<file path="config.mk">
export PLATFORM = sky130hd
export DESIGN_NAME = clk_div_prog
export DESIGN_NICKNAME = d
export VERILOG_FILES = /design/src/rtl/clk_div_pkg.sv /design/src/rtl/clk_div_prog.sv
export SDC_FILE = /design/constraint.sdc
export NUM_CORES = 1
export LEC_CHECK = 0
export BUFFER_PORTS_ARGS = -buffer_cell sky130_fd_sc_hd__buf_2
export CAP_MARGIN = 10
export CORE_MARGIN = 4
export CORE_UTILIZATION = 30
export DETAILED_ROUTE_END_ITERATION = 16
export PLACE_DENSITY = 0.46
export SETUP_SLACK_MARGIN = 0.05
export SLEW_MARGIN = 5
export SYNTH_ARGS = -nofsm -noshare
export SYNTH_HDL_FRONTEND = slang
export SYNTH_SLANG_ARGS = --single-unit
</file>
<file path="constraint.sdc">
create_clock -name clk -period 4.7 [get_ports clk]
set_clock_uncertainty 0.15 [all_clocks]
set_input_delay 0.94 -clock clk [delete_from_list [all_inputs] [get_ports clk]]
set_output_delay 0.94 -clock clk [all_outputs]
set_load 0.02 [all_outputs]
</file>
<file path="src/rtl/clk_div_pkg.sv">
// rtl/clk_div_pkg.sv - shared state type, default table and half-period lookup for clk_div_prog
package clk_div_pkg;

    typedef enum logic [1:0] {
        ST_IDLE  = 2'd0,
        ST_RUN   = 2'd1,
        ST_DRAIN = 2'd2
    } state_t;

    localparam int DEF_CNT_W     = 25;
    localparam int DEF_NUM_MODES = 4;
    localparam logic [DEF_NUM_MODES*DEF_CNT_W-1:0] DEF_HALF_TABLE = {
        25'd25_000_000, 25'd12_500_000, 25'd6_250_000, 25'd3_125_000
    };

    // Tables are zero-extended to this width so one lookup serves every parameterisation.
    localparam int TBL_MAX_W = 1024;

    function automatic logic [31:0] half_of(
        input logic [TBL_MAX_W-1:0] tbl,
        input int unsigned          idx,
        input int unsigned          num_modes = DEF_NUM_MODES,
        input int unsigned          cnt_w     = DEF_CNT_W
    );
        int unsigned          sel;
        logic [TBL_MAX_W-1:0] shifted;
        logic [31:0]          mask;
        sel     = (idx >= num_modes) ? num_modes - 1 : idx;
        shifted = tbl >> (sel * cnt_w);
        mask    = (cnt_w >= 32) ? 32'hFFFF_FFFF : ((32'd1 << cnt_w) - 32'd1);
        return shifted[31:0] & mask;
    endfunction

    function automatic bit table_ok(
        input logic [TBL_MAX_W-1:0] tbl,
        input int unsigned          num_modes,
        input int unsigned          cnt_w
    );
        for (int unsigned i = 0; i < num_modes; i++) begin
            if (half_of(tbl, i, num_modes, cnt_w) < 32'd2) return 1'b0;
        end
        return 1'b1;
    endfunction

endpackage

</file>
<file path="src/rtl/clk_div_prog.sv">
// rtl/clk_div_prog.sv - programmable square-wave divider with tick, drain-on-stop and edge-aligned mode switch
module clk_div_prog
    import clk_div_pkg::*;
#(
    parameter int                              CNT_W      = DEF_CNT_W,
    parameter int                              NUM_MODES  = DEF_NUM_MODES,
    parameter int                              MODE_W     = $clog2(NUM_MODES),
    parameter logic [NUM_MODES*CNT_W-1:0]      HALF_TABLE = DEF_HALF_TABLE
) (
    input  logic              clk,
    input  logic              rst,
    input  logic              en,
    input  logic [MODE_W-1:0] mode,
    output logic              out,
    output logic              tick,
    output logic [MODE_W-1:0] mode_q,
    output logic              busy
);

    localparam logic [TBL_MAX_W-1:0] TABLE_EXT = TBL_MAX_W'(HALF_TABLE);
    localparam bit TABLE_OK = table_ok(TABLE_EXT, NUM_MODES, CNT_W);

    generate
        if (!TABLE_OK || CNT_W > 32 || NUM_MODES * CNT_W > TBL_MAX_W) begin : g_bad_cfg
            $error("clk_div_prog: every HALF_TABLE entry must lie in [2, 2**CNT_W-1]");
        end
    endgenerate

    state_t            state, state_n;
    logic [CNT_W-1:0]  cnt, cnt_n;
    logic [CNT_W-1:0]  half_m1;
    logic              out_n, tick_n, at_edge;
    logic [MODE_W-1:0] mode_n;

    // Only the latched mode sets the running half period, so mid-period requests wait for the edge.
    assign half_m1 = CNT_W'(half_of(TABLE_EXT, 32'(mode_q), NUM_MODES, CNT_W) - 32'd1);
    assign at_edge = (cnt == half_m1);
    assign busy    = (state != ST_IDLE);

    always_ff @(posedge clk or posedge rst) begin
        if (rst) begin
            state  <= ST_IDLE;
            cnt    <= '0;
            out    <= 1'b0;
            tick   <= 1'b0;
            mode_q <= '0;
        end else begin
            state  <= state_n;
            cnt    <= cnt_n;
            out    <= out_n;
            tick   <= tick_n;
            mode_q <= mode_n;
        end
    end

    always_comb begin
        state_n = state;
        cnt_n   = cnt;
        out_n   = out;
        tick_n  = 1'b0;
        mode_n  = mode_q;
        case (state)
            ST_IDLE: begin
                out_n = 1'b0;
                cnt_n = '0;
                if (en) begin
                    state_n = ST_RUN;
                    mode_n  = mode;
                end
            end
            ST_RUN: begin
                if (at_edge) begin
                    cnt_n  = '0;
                    out_n  = ~out;
                    tick_n = 1'b1;
                    mode_n = mode;
                    // The toggle wins over a simultaneous stop; a fresh high phase still drains.
                    if (!en) state_n = out ? ST_IDLE : ST_DRAIN;
                end else begin
                    cnt_n = cnt + CNT_W'(1);
                    if (!en) begin
                        if (out) begin
                            state_n = ST_DRAIN;
                        end else begin
                            state_n = ST_IDLE;
                            cnt_n   = '0;
                        end
                    end
                end
            end
            ST_DRAIN: begin
                if (at_edge) begin
                    cnt_n   = '0;
                    out_n   = 1'b0;
                    tick_n  = 1'b1;
                    state_n = ST_IDLE;
                end else begin
                    cnt_n = cnt + CNT_W'(1);
                end
            end
            default: begin
                state_n = ST_IDLE;
                cnt_n   = '0;
                out_n   = 1'b0;
            end
        endcase
    end

endmodule
</file>
; Yosys cells after proc, flatten, opt, wreduce, memory -nomap -nowiden
; Cells that the tools add are included.
[totals]
register_bits = 31
in_bits = 5
output_inout_bits = 5
elab_cells = 45
[classes]
n_addsub = 2
mul = 1
n_eq_ne = 7
n_shift = 1
mux = 21
n_bitwise = 1
reduce_logical = 7
[op_table]
columns = operator, count
row1 = 25-bit 2-to-1 mux, 4
row2 = "100-bit by 7-bit >> shifter with 25-bit output, first input constant", 1
row3 = 25-bit case mux with 2 select lines, 1
row4 = "25-bit by 1-bit adder with 25-bit output, second input constant", 1
row5 = 25-bit == test, 1
row6 = "25-bit by 1-bit subtractor with 25-bit output, second input constant", 1
row7 = 2-bit 2-to-1 mux, 9
row8 = "2-bit != test, second input constant", 4
row9 = "2-bit by 5-bit multiplier with 7-bit output, second input constant", 1
row10 = 2-bit case mux with 3 select lines, 1
row11 = 3-bit AND reduction, 2
row12 = 1-bit 2-to-1 mux, 4
row13 = 2-bit case mux with 2 select lines, 1
row14 = 2-bit nonzero test, 2
row15 = "2-bit by 1-bit == test with 1-bit output, second input constant", 1
row16 = "2-bit == test, second input constant", 1
row17 = 2-bit logical NOT, 1
row18 = 1-bit case mux with 2 select lines, 1
row19 = 2-bit AND reduction, 1
row20 = 2-bit OR reduction, 1
row21 = 1-bit inverter, 1

; Logic depth before layout (Yosys ltp)
; Gate-level depths: netlist (run 1).
[depth]
ltp_word = 6
ltp_mapped = 11
ltp_nobuf = 8

; Least setup slack after synthesis (run 1)
; No wires, ideal clock.
[synth_path]
kind = register to register
from = reg mode_q[1]
to = reg state[1]
setup_time_ns = 0.124
arrival_ns = 2.773
required_ns = 4.426
path_slack_ns = 1.653
stages_incl_launch_ff = 11
path_buffers = 2
synth_period_minus_slack_ns = 3.047
cell_sequence = dfrtp_1 -> buf_6 -> buf_2 -> or2_2 -> ha_1 -> xnor2_1 -> a2111oi_4 -> nand2_1 -> or4_4 -> nor4b_1 -> a211o_1
[synth_via]
elab_chain_len = 6
word_cells_on_any_way = 8
classes_between = add/sub (1) / mul (1) / eq/ne (2) / shift (1) / mux (2) / reduce/logical (1)
[synth_rtl]
columns = element, line
row1 = "start, declared", clk_div_prog.sv:16  ; output logic [MODE_W-1:0] mode_q,
row2 = "start signal, assigned", clk_div_prog.sv:52  ; mode_q <= mode_n;
row3 = 2-bit by 5-bit multiplier with 7-bit output (*), clk_div_pkg.sv:29  ; shifted = tbl >> (sel * cnt_w);
row4 = 100-bit by 7-bit >> shifter with 25-bit output (*), clk_div_pkg.sv:29
row5 = 25-bit by 1-bit subtractor with 25-bit output (*), clk_div_prog.sv:36  ; assign half_m1 = CNT_W'(half_of(TABLE_EXT, 32'(mode_q), NUM_MODES, CNT_W) - 32'd1);
row6 = 25-bit == test (*), clk_div_prog.sv:37  ; assign at_edge = (cnt == half_m1);
row7 = 2-bit 2-to-1 mux or 2-bit != test (tied branches), -
row8 = 2-bit case mux with 3 select lines or 3-bit AND reduction (tied branches), -
row9 = "end signal, assigned", clk_div_prog.sv:48  ; state <= state_n;
row10 = "end, declared", clk_div_prog.sv:29  ; state_t state, state_n;
; Every way passes the cells marked *; elsewhere a longest branch is shown, timed or not.
; A chain may end at the register's enable or synchronous reset.

; Worst setup path after layout (run 1)
[layout_path]
from = reg mode_q[1]
to = reg cnt[15]
[layout_via]
elab_chain_len = 6
word_cells_on_any_way = 7
classes_between = add/sub (1) / mul (1) / eq/ne (1) / shift (1) / mux (3)
[layout_rtl]
columns = element, line
row1 = 2-bit by 5-bit multiplier with 7-bit output (*), clk_div_pkg.sv:29
row2 = 100-bit by 7-bit >> shifter with 25-bit output (*), clk_div_pkg.sv:29
row3 = 25-bit by 1-bit subtractor with 25-bit output (*), clk_div_prog.sv:36
row4 = 25-bit == test (*), clk_div_prog.sv:37
row5 = "25-bit 2-to-1 mux, on equally long branches", "clk_div_prog.sv:92, clk_div_prog.sv:72"
row6 = 25-bit case mux with 2 select lines (*), clk_div_prog.sv:62  ; case (state)
row7 = named net cnt_n[15], clk_div_prog.sv:30  ; logic [CNT_W-1:0] cnt, cnt_n;
row8 = "end signal, assigned", clk_div_prog.sv:49  ; cnt <= cnt_n;
row9 = "end, declared", clk_div_prog.sv:30
; The timed path passes the listed nets; every way through them passes the cells marked *.

==> results of run 1 <==
## synthesized netlist by cell type, drive strengths merged (4+ instances only)
cell | number | area (µm²)
nor2 | 36 | 135
dfrtp | 31 | 776
inv | 14 | 52.6
xnor2 | 14 | 123
nand2 | 13 | 48.8
nand3 | 13 | 70.1
xor2 | 10 | 87.6
buf | 6 | 47.5
ha | 5 | 62.6
o21ai | 5 | 25.0
nor2b | 4 | 25.0
nor3 | 4 | 20.0
## power by group through the flow
stage	clock network (W)	registers, W	logic, W
4_1_cts	0.000224	0.000325	0.000214
5_1_grt	0.000236	0.000329	0.000233
6_report	0.000216	0.000324	0.000208
2_1_floorplan	0	0.000311	0.000202
3_3_place_gp	0	0.000328	0.000214
3_5_place_dp	0	0.000329	0.000213
## worst max-delay path: cells and delay by family (launching register included)
kind	cells	cell delay (ps)
DFF	1	570
AOI/OAI and AO/OA	1	360
xor gates and xnor gates	1	150
and+or+nand+nor	5	1500
adders and majority gates	1	280
## worst paths after layout
path | slack (ps) | cells after the start | to
min | 330 | 1 | cnt[0]
max in group asynchronous | 3510 | 3 | mode_q[1]
max reg2reg | 1530 | 8 | cnt[15]
max | 1530 | 8 | cnt[15]
min reg2reg | 330 | 1 | cnt[0]
min in group asynchronous | 580 | 3 | cnt[11]
## layer usage
metal | wire length, µm | vias to the layer above | part of all wire [%] | GRT usage [%]
met2 | 1800 | 17 | 45 | 17.8
met3 | 132 | 5 | 3.3 | 2.65
li1 | - | 710 | - | -
met4 | 60 | 0 | 1.5 | 5.02
met1 | 1980 | 682 | 50 | 16.0
met5 | 0 | - | 0 | 0
## layout make-up
| class | instances | area, µm² | share of cell area [%] |
|---|---|---|---|
| Multi-Input combinational cell | 151 | 1000 | 48.6 |
| Clock buffer | 6 | 82.6 | 4.00 |
| Timing Repair Buffer | 10 | 52.6 | 2.54 |
| Sequential cell | 31 | 776 | 37.6 |
| Clock inverter | 1 | 5.00 | 0.242 |
| Tap cell | 75 | 93.8 | 4.54 |
| Inverter | 14 | 52.6 | 2.54 |
## per-stage QoR
step / cell area, µm² / setup WS (ps) / hold WS [ps]
floorplan: 1880 / 1650 / 294
global placement: 1980 / 1530 / 324
detailed placement: 1980 / 1510 / 325
CTS: 2070 / 1500 / 335
global route: 2070 / 1260 / 355
finish: 2070 / 1530 / 327
## flip-flops by register name, indices dropped and copies added (netlist names)
name,count
state,2
tick,1
out,1
cnt,25
mode_q,2
## kinds of logic after synthesis
family	count (synthesis)
and+or+nand+nor	97
DFF	31
xor gates and xnor gates	24
AOI/OAI and AO/OA	21
buffers and inverters	20
adders and majority gates	5
muxes	4
==> impl_metrics.toml, run 1 <==
[outcome]
status = "completed"

[clocking]
clk_latency_ps = 280
htree_num_levels = 2
clock-sinks = 31
numCtsBuffers = 5
cts_tree = "done"
ctsHoldBuffers = 0
clk_pin_slew_worst_paths_ps = 70
cts_root_buffer = "clkbuf_8"
cts_setup_buffers = 0
ctsResizeCount = 0
cts_max_path_buffers = 2

[drt]
wire_per_inst_um = 13.8
wl_um = 3970
drt_pass1_iterations = 4
drt_iter0_drc = 49
drt-vias-per-instance = 4.91
vias = 1414
drc = 0
antenna_left = 0

[synth]
synthMuxAreaShare_pct = 2.33
yosys_most_used_dff = "dfrtp_1"
yosys.area_share.simple_pct = 27.3
synth_edf_count = 0
netlist_area_mm2 = 0.00188
ys_types = 45
avgSynthCellArea_um2 = 9.30
async_reset_ff_share_pct = 100
ys_ff_latch = 31
synth-xor-area-share_pct = 11.2
synth_top_family_by_area = "simple AND/OR/NAND/NOR gates"
syn_inst = 202
yosysSeqAreaShare_pct = 41.3
yosysWarnings = 0
synth_compound_area_share_pct = 9.25
synthAdderAreaFrac_pct = 3.33
syn_nets = 212

[power]
p_switching_w = 0.000263
switching_share_pct = 35.2
irDropWorstVdd_mv = 0.132
p_per_area_mw_per_mm2 = 362
pwr-share-comb_pct = 27.8
p_leak_nw = 0.816
seq_power_share_pct = 43.4
clockPowerShare_pct = 28.8
power_w = 0.000748
internal_power_w = 0.000485

[run]
drv_cap = 0

[worst_setup_path]
cp-startpoint = "mode_q[1]"
crit_required_ps = 4700
arrival_ps = 3170
crit_fanout = 25
critPathSlowestCell = "dfrtp_1"
end_kind = "register"
startpoint_type = "register"
path_cells = "or2_2 > ha_1 > xnor2_1 > a2111oi_4 > nand2_1 > or4_4 > nand3_2 > nor2_1"
path_class = "register to register"
slowest_delay_ps = 570
rr_startpoint = "mode_q[1]"

[final_layout]
n_fill_cell = 631
final_common_cell = "nor2_1"
layout_common_cells = "36 x nor2_1, 31 x dfrtp_1, 14 x inv_1, 14 x xnor2_1, 13 x nand2_1"
finalNonFillerCells = 288
num_antenna_cells = 0
post-route-util_pct = 34.5
area_delta_synth_final_pct = 9.92
nets = 223
layout-drive-gt1-share_pct = 13.1

[placed_design]
io_buffers = 9
gp_congestion = 0.754
placed_cells = 281
hpwl_um = 2840

[global_routing]
grt_max_degree = 32
grt_first_pass_wirelength_um = 6820
grt-ovfl-total = 0
antenna_found_initial = 0
grt_usage_pct = 11.8
grt_pass1_vias = 1347

[worst_hold_path]
hp-start = "cnt[0]"
hold_class = "register to register"

[floorplan]
ios = 10
die_y_um = 87.1
die_w_um = 87.1
initial_utilization_pct = 31.4
dieArea_mm2 = 0.00759
rows = 28
core_mm2 = 0.00599

[timing]
relSlewSlack_pct = 64.9
hold_viol_final = 0
setup_viol = 0
max_freq_mhz = 315
fin_crit_ps = 3170
min_period_over_period_pct = 67.5
grt_setup_unrepaired = "false"
worst_pin_slew_ps = 527
drv_slew = 0
tns_ps = 0
No activity file was read; power rests on OpenSTA's default activity.
==> inputs of run 2 (changes only) <==
--- a/config.mk
+++ b/config.mk
@@ -5,12 +5,13 @@
 export SDC_FILE = /design/constraint.sdc
 export NUM_CORES = 1
 export LEC_CHECK = 0
+export ABC_AREA = 1
 export BUFFER_PORTS_ARGS = -buffer_cell sky130_fd_sc_hd__buf_2
 export CAP_MARGIN = 10
 export CORE_MARGIN = 4
 export CORE_UTILIZATION = 30
 export DETAILED_ROUTE_END_ITERATION = 16
-export PLACE_DENSITY = 0.46
+export PLACE_DENSITY = 0.47
 export SETUP_SLACK_MARGIN = 0.05
 export SLEW_MARGIN = 5
 export SYNTH_ARGS = -nofsm -noshare
==> constraint.sdc (replaced) <==
create_clock -name clk -period 2.6 [get_ports clk]
set_clock_uncertainty 0.15 [all_clocks]
set_input_delay 0.52 -clock clk [delete_from_list [all_inputs] [get_ports clk]]
set_output_delay 0.52 -clock clk [all_outputs]
set_load 0.02 [all_outputs]
==> run 2 against run 1 <==
Net effect:
- die area up 16%
- combinational power grew to 3.1 times the previous value
- clock-buffer cell count up 1
- largest cell class unchanged
- highest routed layer unchanged
==> impl_metrics.toml, run 2 <==
[clocking]
ctsHoldBuffers = 0
htree_num_levels = 2
numCtsBuffers = 5
cts_setup_buffers = 0
cts_root_buffer = "clkbuf_8"
clk_latency_ps = 280
clock-sinks = 31
cts_tree = "done"
cts_max_path_buffers = 2
clk_pin_slew_worst_paths_ps = 70
ctsResizeCount = 0

[timing]
hold_viol_final = 0
tns_ps = 0
min_period_over_period_pct = 87.1
setup_viol = 0
worst_pin_slew_ps = 400
max_freq_mhz = 441
relSlewSlack_pct = 73.4
grt_setup_unrepaired = "false"
fin_crit_ps = 2270
drv_slew = 0

[floorplan]
ios = 10
die_y_um = 93.9
die_w_um = 93.9
rows = 31
dieArea_mm2 = 0.00883
core_mm2 = 0.00721
initial_utilization_pct = 30.7

[power]
irDropWorstVdd_mv = 0.170
pwr-share-comb_pct = 41.5
p_switching_w = 0.000645
switching_share_pct = 41.6
seq_power_share_pct = 34.7
p_per_area_mw_per_mm2 = 630
internal_power_w = 0.000907
p_leak_nw = 1.19
clockPowerShare_pct = 23.8

[final_layout]
top_register = "cnt"
layout-drive-gt1-share_pct = 9.77
final_common_cell = "nand2_1"
top_regs = "cnt x25, mode_q x2, state x2"
area_delta_synth_final_pct = 11.2
nets = 357
layout_common_cells = "96 x nand2_1, 47 x inv_1, 45 x nor2_1"
post-route-util_pct = 34.2
num_antenna_cells = 0
largest_register_ffs = 25

[drt]
wire_per_inst_um = 13.1
wl_met1_um = 2860
vias = 2096
met3WireLength_um = 246
dr_wl_met2_um = 2680
drt_iter0_drc = 133
highest_layer = "met4"
wl_um = 5850
drt-vias-per-instance = 4.69
antenna_left = 0
drt_pass1_iterations = 4
drc = 0

[placed_design]
gp_congestion = 0.884
io_buffers = 9
hpwl_um = 4610

[synth]
netlist_area_mm2 = 0.00222
synth_top_cell_by_area = "dfrtp_1"
yosys_most_used_dff = "dfrtp_1"
synthAdderAreaFrac_pct = 2.82
async_reset_ff_share_pct = 100
yosysSeqAreaShare_pct = 35.0
synthMuxAreaShare_pct = 0
synth_top_family_by_area = "simple AND/OR/NAND/NOR gates"
avgSynthCellArea_um2 = 6.69
synth_most_common_cell = "nand2_1"
ys_ff_latch = 31
ys_types = 35
synthTopCellsByCount = "96 x nand2_1, 47 x inv_1, 45 x nor2_1"
yosysWarnings = 0
synth-xor-area-share_pct = 4.35
syn_inst = 331
synth_edf_count = 0
yosys.area_share.simple_pct = 40.3
syn_nets = 341
synth_compound_area_share_pct = 7.11
synth.area.top_cells = "dfrtp_1 35%, nand2_1 16%, inv_1 8.0%"
synth_top_area_share_pct = 35.0

[worst_setup_path]
end_kind = "register"
crit_required_ps = 2620
rr_startpoint = "mode_q[0]"
startpoint_type = "register"
path_class = "register to register"
arrival_ps = 2290
cp-startpoint = "mode_q[0]"
crit_fanout = 17

[outcome]
status = "completed"

[global_routing]
grt_pass1_vias = 2050
antenna_found_initial = 0
grt_max_degree = 32
grt_usage_pct = 14.5
grt_first_pass_wirelength_um = 9950
grt-ovfl-total = 0

[run]
drv_cap = 0

[worst_hold_path]
hold_class = "primary input to asynchronous set/reset pin"
[run 2: cell types whose count changed in the layout (fill, tap and decap cells not counted), moves of 4 or more]
| cell | change |
|---|---|
| buf_4 | +4 |
| inv_1 | +33 |
| nand3_1 | +5 |
| nor3_1 | +8 |
| nand4_1 | +9 |
| a21oi_1 | +4 |
| nor2_2 | +4 |
| o21ai_0 | +11 |
| nor2_1 | +9 |
| nand2_1 | +83 |
| xnor2_1 | -13 |
| nor2b_1 | -4 |
[run 2: worst paths after layout]
kind	end	slack (ps)	depth (start not counted)
max in group asynchronous	cnt[19]	1850	3
max	cnt[11]	330	14
max reg2reg	cnt[11]	330	14
min in group clk	mode_q[1]	320	3
min reg2reg	cnt[0]	320	1
min	cnt[9]	160	3
[run 2: cells by family after synthesis]
family                     after synthesis
AOI/OAI and AO/OA                       27
xor gates and xnor gates                11
adders and majority gates                5
buffers and inverters                   56
DFF                                     31
and+or+nand+nor                        201
[run 2: power groups by stage]
stage / clock [W] / sequential [W] / combinational (W)
after global routing: 0.000412 / 0.000542 / 0.000729
final: 0.000370 / 0.000539 / 0.000644
after CTS: 0.000385 / 0.000540 / 0.000644
after global placement: 0 / 0.000545 / 0.000650
after detailed placement: 0 / 0.000548 / 0.000640
after floorplan: 0 / 0.000560 / 0.000470
[run 2: critical path, stage by stage (launching register included)]
cell,delay (ps)
dfrtp_1,450
inv_1,110
nand2_2,70
ha_1,290
nand2_1,90
nand2_1,50
nor2_1,80
nand3_1,60
nor2_1,80
nand2_1,80
nor2_2,150
inv_2,120
nand2_4,190
or2_1,140
inv_1,40
[run 2: routing by layer]
metal,global-route usage [%],up-vias
met5,0,-
met4,4.09,0
met3,2.96,7
met2,22.8,61
met1,20.2,945
li1,-,1083
[run 2: final cells by class]
| class | count | area (µm²) |
|---|---|---|
| Sequential cell | 31 | 776 |
| Fill cell | 831 | 4750 |
| Multi-Input combinational cell | 244 | 1210 |
| Timing Repair Buffer | 14 | 82.6 |
| Clock buffer | 7 | 76.3 |
| Clock inverter | 1 | 5.00 |
| Tap cell | 99 | 124 |
| Inverter | 51 | 191 |
[run 2: stage by stage]
stage / setup WS, ps / cell area [µm²] / cells / hold slack [ps] / total power (W)
6_report: 335 / 2460 / 447 / 160 / 0.00155
5_1_grt: 58.2 / 2460 / 447 / 187 / 0.00168
4_1_cts: 316 / 2460 / 447 / 169 / 0.00157
3_5_place_dp: 342 / 2380 / 439 / 320 / 0.00119
3_3_place_gp: 404 / 2380 / 439 / 305 / 0.00119
2_1_floorplan: 433 / 2220 / 331 / 279 / 0.00103
==> inputs of run 3 (changes only) <==
--- a/config.mk
+++ b/config.mk
@@ -8,6 +8,7 @@
 export ABC_AREA = 1
 export BUFFER_PORTS_ARGS = -buffer_cell sky130_fd_sc_hd__buf_2
 export CAP_MARGIN = 10
+export CORE_ASPECT_RATIO = 1.5
 export CORE_MARGIN = 4
 export CORE_UTILIZATION = 30
 export DETAILED_ROUTE_END_ITERATION = 16
==> run 3 against run 2 <==
Net effect:
- combinational power about the same
- sequential power decreased by 0.7%
- critical path depth unchanged
- power rose by 0.95%
- via count rose by 0.67%
- largest cell class unchanged
- first-iteration DRC count grew 18%
- non-clock buffer count is 1 higher
- worst hold slack worse by 2.4 ps
- setup slack improved by 38 ps
- global-route usage increased by 0.91 points
- clock-buffer cell count fell by 2
- core utilization increased by 0.17 points
==> impl_metrics.toml, run 3 (same netlist as run 2, synthesis figures left out) <==
[power]
p_per_area_mw_per_mm2 = 632
p_switching_w = 0.000663
clockPowerShare_pct = 24.6
p_leak_nw = 1.19
seq_power_share_pct = 34.1
internal_power_w = 0.000904
switching_share_pct = 42.3
pwr-share-comb_pct = 41.3
irDropWorstVdd_mv = 0.223

[floorplan]
core_mm2 = 0.00723
initial_utilization_pct = 30.7
dieArea_mm2 = 0.00885
die_y_um = 113
rows = 38
ios = 10
die_w_um = 78.2

[placed_design]
placed_cells = 441
hpwl_um = 4970
dpl_cell_area_mm2 = 0.00239
io_buffers = 9
gp_congestion = 0.881

[worst_setup_path]
startpoint_type = "register"
critPathSlowestCell = "dfrtp_1"
path_class = "register to register"
arrival_ps = 2270
cpMostUsedCell = "nand2_1"
end_kind = "register"
crit_fanout = 17
path_cells = "inv_1 > nand2_2 > ha_1 > nand2_1 > nand2_1 > nor2_1 > nand3_1 > nor2_1 > nand2_1 > nor2_2 > inv_2 > nand2_4 > or2_1 > inv_1"
crit_family = "simple AND/OR/NAND/NOR gates"
cp_num_buf_inv = 3
crit_required_ps = 2640
slowest_delay_ps = 440

[worst_hold_path]
hold_class = "primary input to asynchronous set/reset pin"

[final_layout]
num_antenna_cells = 0
design_area_mm2 = 0.00248
finalNonFillerCells = 449
layout-drive-gt1-share_pct = 10.6
top_regs = "cnt x25, mode_q x2, state x2"
largest_register_ffs = 25
nets = 358
n_fill_cell = 825
final_common_cell = "nand2_1"
top_register = "cnt"
area_delta_synth_final_pct = 12.0
layout_common_cells = "96 x nand2_1, 47 x inv_1, 45 x nor2_1"

[global_routing]
grt_max_degree = 32
antenna_found_initial = 0
grt_usage_pct = 15.4
grt-ovfl-total = 0
grt_pass1_vias = 2211
grt_first_pass_wirelength_um = 10700

[timing]
relSlewSlack_pct = 72.0
max_freq_mhz = 449
setup_viol = 0
drv_slew = 0
grt_setup_unrepaired = "false"
min_period_over_period_pct = 85.6
worst_pin_slew_ps = 420
tns_ps = 0
hold_viol_final = 0
fin_crit_ps = 2230

[clocking]
clk_latency_ps = 290
numCtsBuffers = 5
cts_root_buffer = "clkbuf_8"
htree_num_levels = 2
ctsResizeCount = 0
clock-sinks = 31
cts_max_path_buffers = 2
ctsHoldBuffers = 0
cts_setup_buffers = 0
cts_tree = "done"
clk_pin_slew_worst_paths_ps = 70

[drt]
drt_iter0_drc = 157
antenna_left = 0
drc = 0
drt_pass1_iterations = 4
drt-vias-per-instance = 4.70
wire_per_inst_um = 14.1
vias = 2110
wl_um = 6340

[run]
drv_cap = 0

[outcome]
status = "completed"
## run 3: cell types whose count changed in the layout (fill, tap and decap cells not counted), sizes merged
cell,before,now
clkbuf,7,5
buf,14,15
clkinvlp,0,2
## run 3: worst min-delay path, stage by stage
cell	delay [ps]
buf_2	90
inv_1	40
buf_4	360
## run 3: area by class of cell
class | count | area [µm²] | share of cell area (%)
multi-input cells | 244 | 1210 | 48.8
inverters | 51 | 191 | 7.72
clock inverters | 3 | 20.0 | 0.807
repair buffers | 15 | 90.1 | 3.63
well taps | 100 | 125 | 5.04
flip-flops and latches | 31 | 776 | 31.3
clock buffers | 5 | 68.8 | 2.77
## run 3: power groups by stage
| stage | Sequential (W) | Clock (W) | Combinational (W) |
|---|---|---|---|
| finish | 0.000535 | 0.000386 | 0.000647 |
| detailed placement | 0.000545 | 0 | 0.000643 |
| CTS | 0.000535 | 0.000401 | 0.000646 |
| global placement | 0.000543 | 0 | 0.000642 |
| global route | 0.000540 | 0.000422 | 0.000741 |
| floorplan | 0.000560 | 0 | 0.000470 |
## run 3: per-layer routing
layer  share of wire [%]  GRT usage, %
met3                 2.0          2.31
met4                 2.7          8.05
met2                  55          28.1
met5                   0             0
met1                  40          17.1
## run 3: worst paths after layout
| check | start | to | slack, ps | cells after the start |
|---|---|---|---|---|
| max reg2reg | mode_q[0] | cnt[5] | 370 | 14 |
| max | mode_q[0] | cnt[5] | 370 | 14 |
| max in group asynchronous | rst | cnt[17] | 1840 | 3 |
| min in group clk | mode[0] | mode_q[0] | 310 | 3 |
| min reg2reg | cnt[0] | cnt[0] | 310 | 1 |
| min | rst | cnt[6] | 160 | 3 |
## run 3: through the flow
step,total power [W],util [%],hold slack [ps],setup slack [ps]
2_1_floorplan,0.00103,-,279,433
5_1_grt,0.00170,34.3,209,144
3_5_place_dp,0.00119,33.1,312,375
6_report,0.00157,34.3,157,373
3_3_place_gp,0.00119,33.1,298,390
4_1_cts,0.00158,34.3,168,367
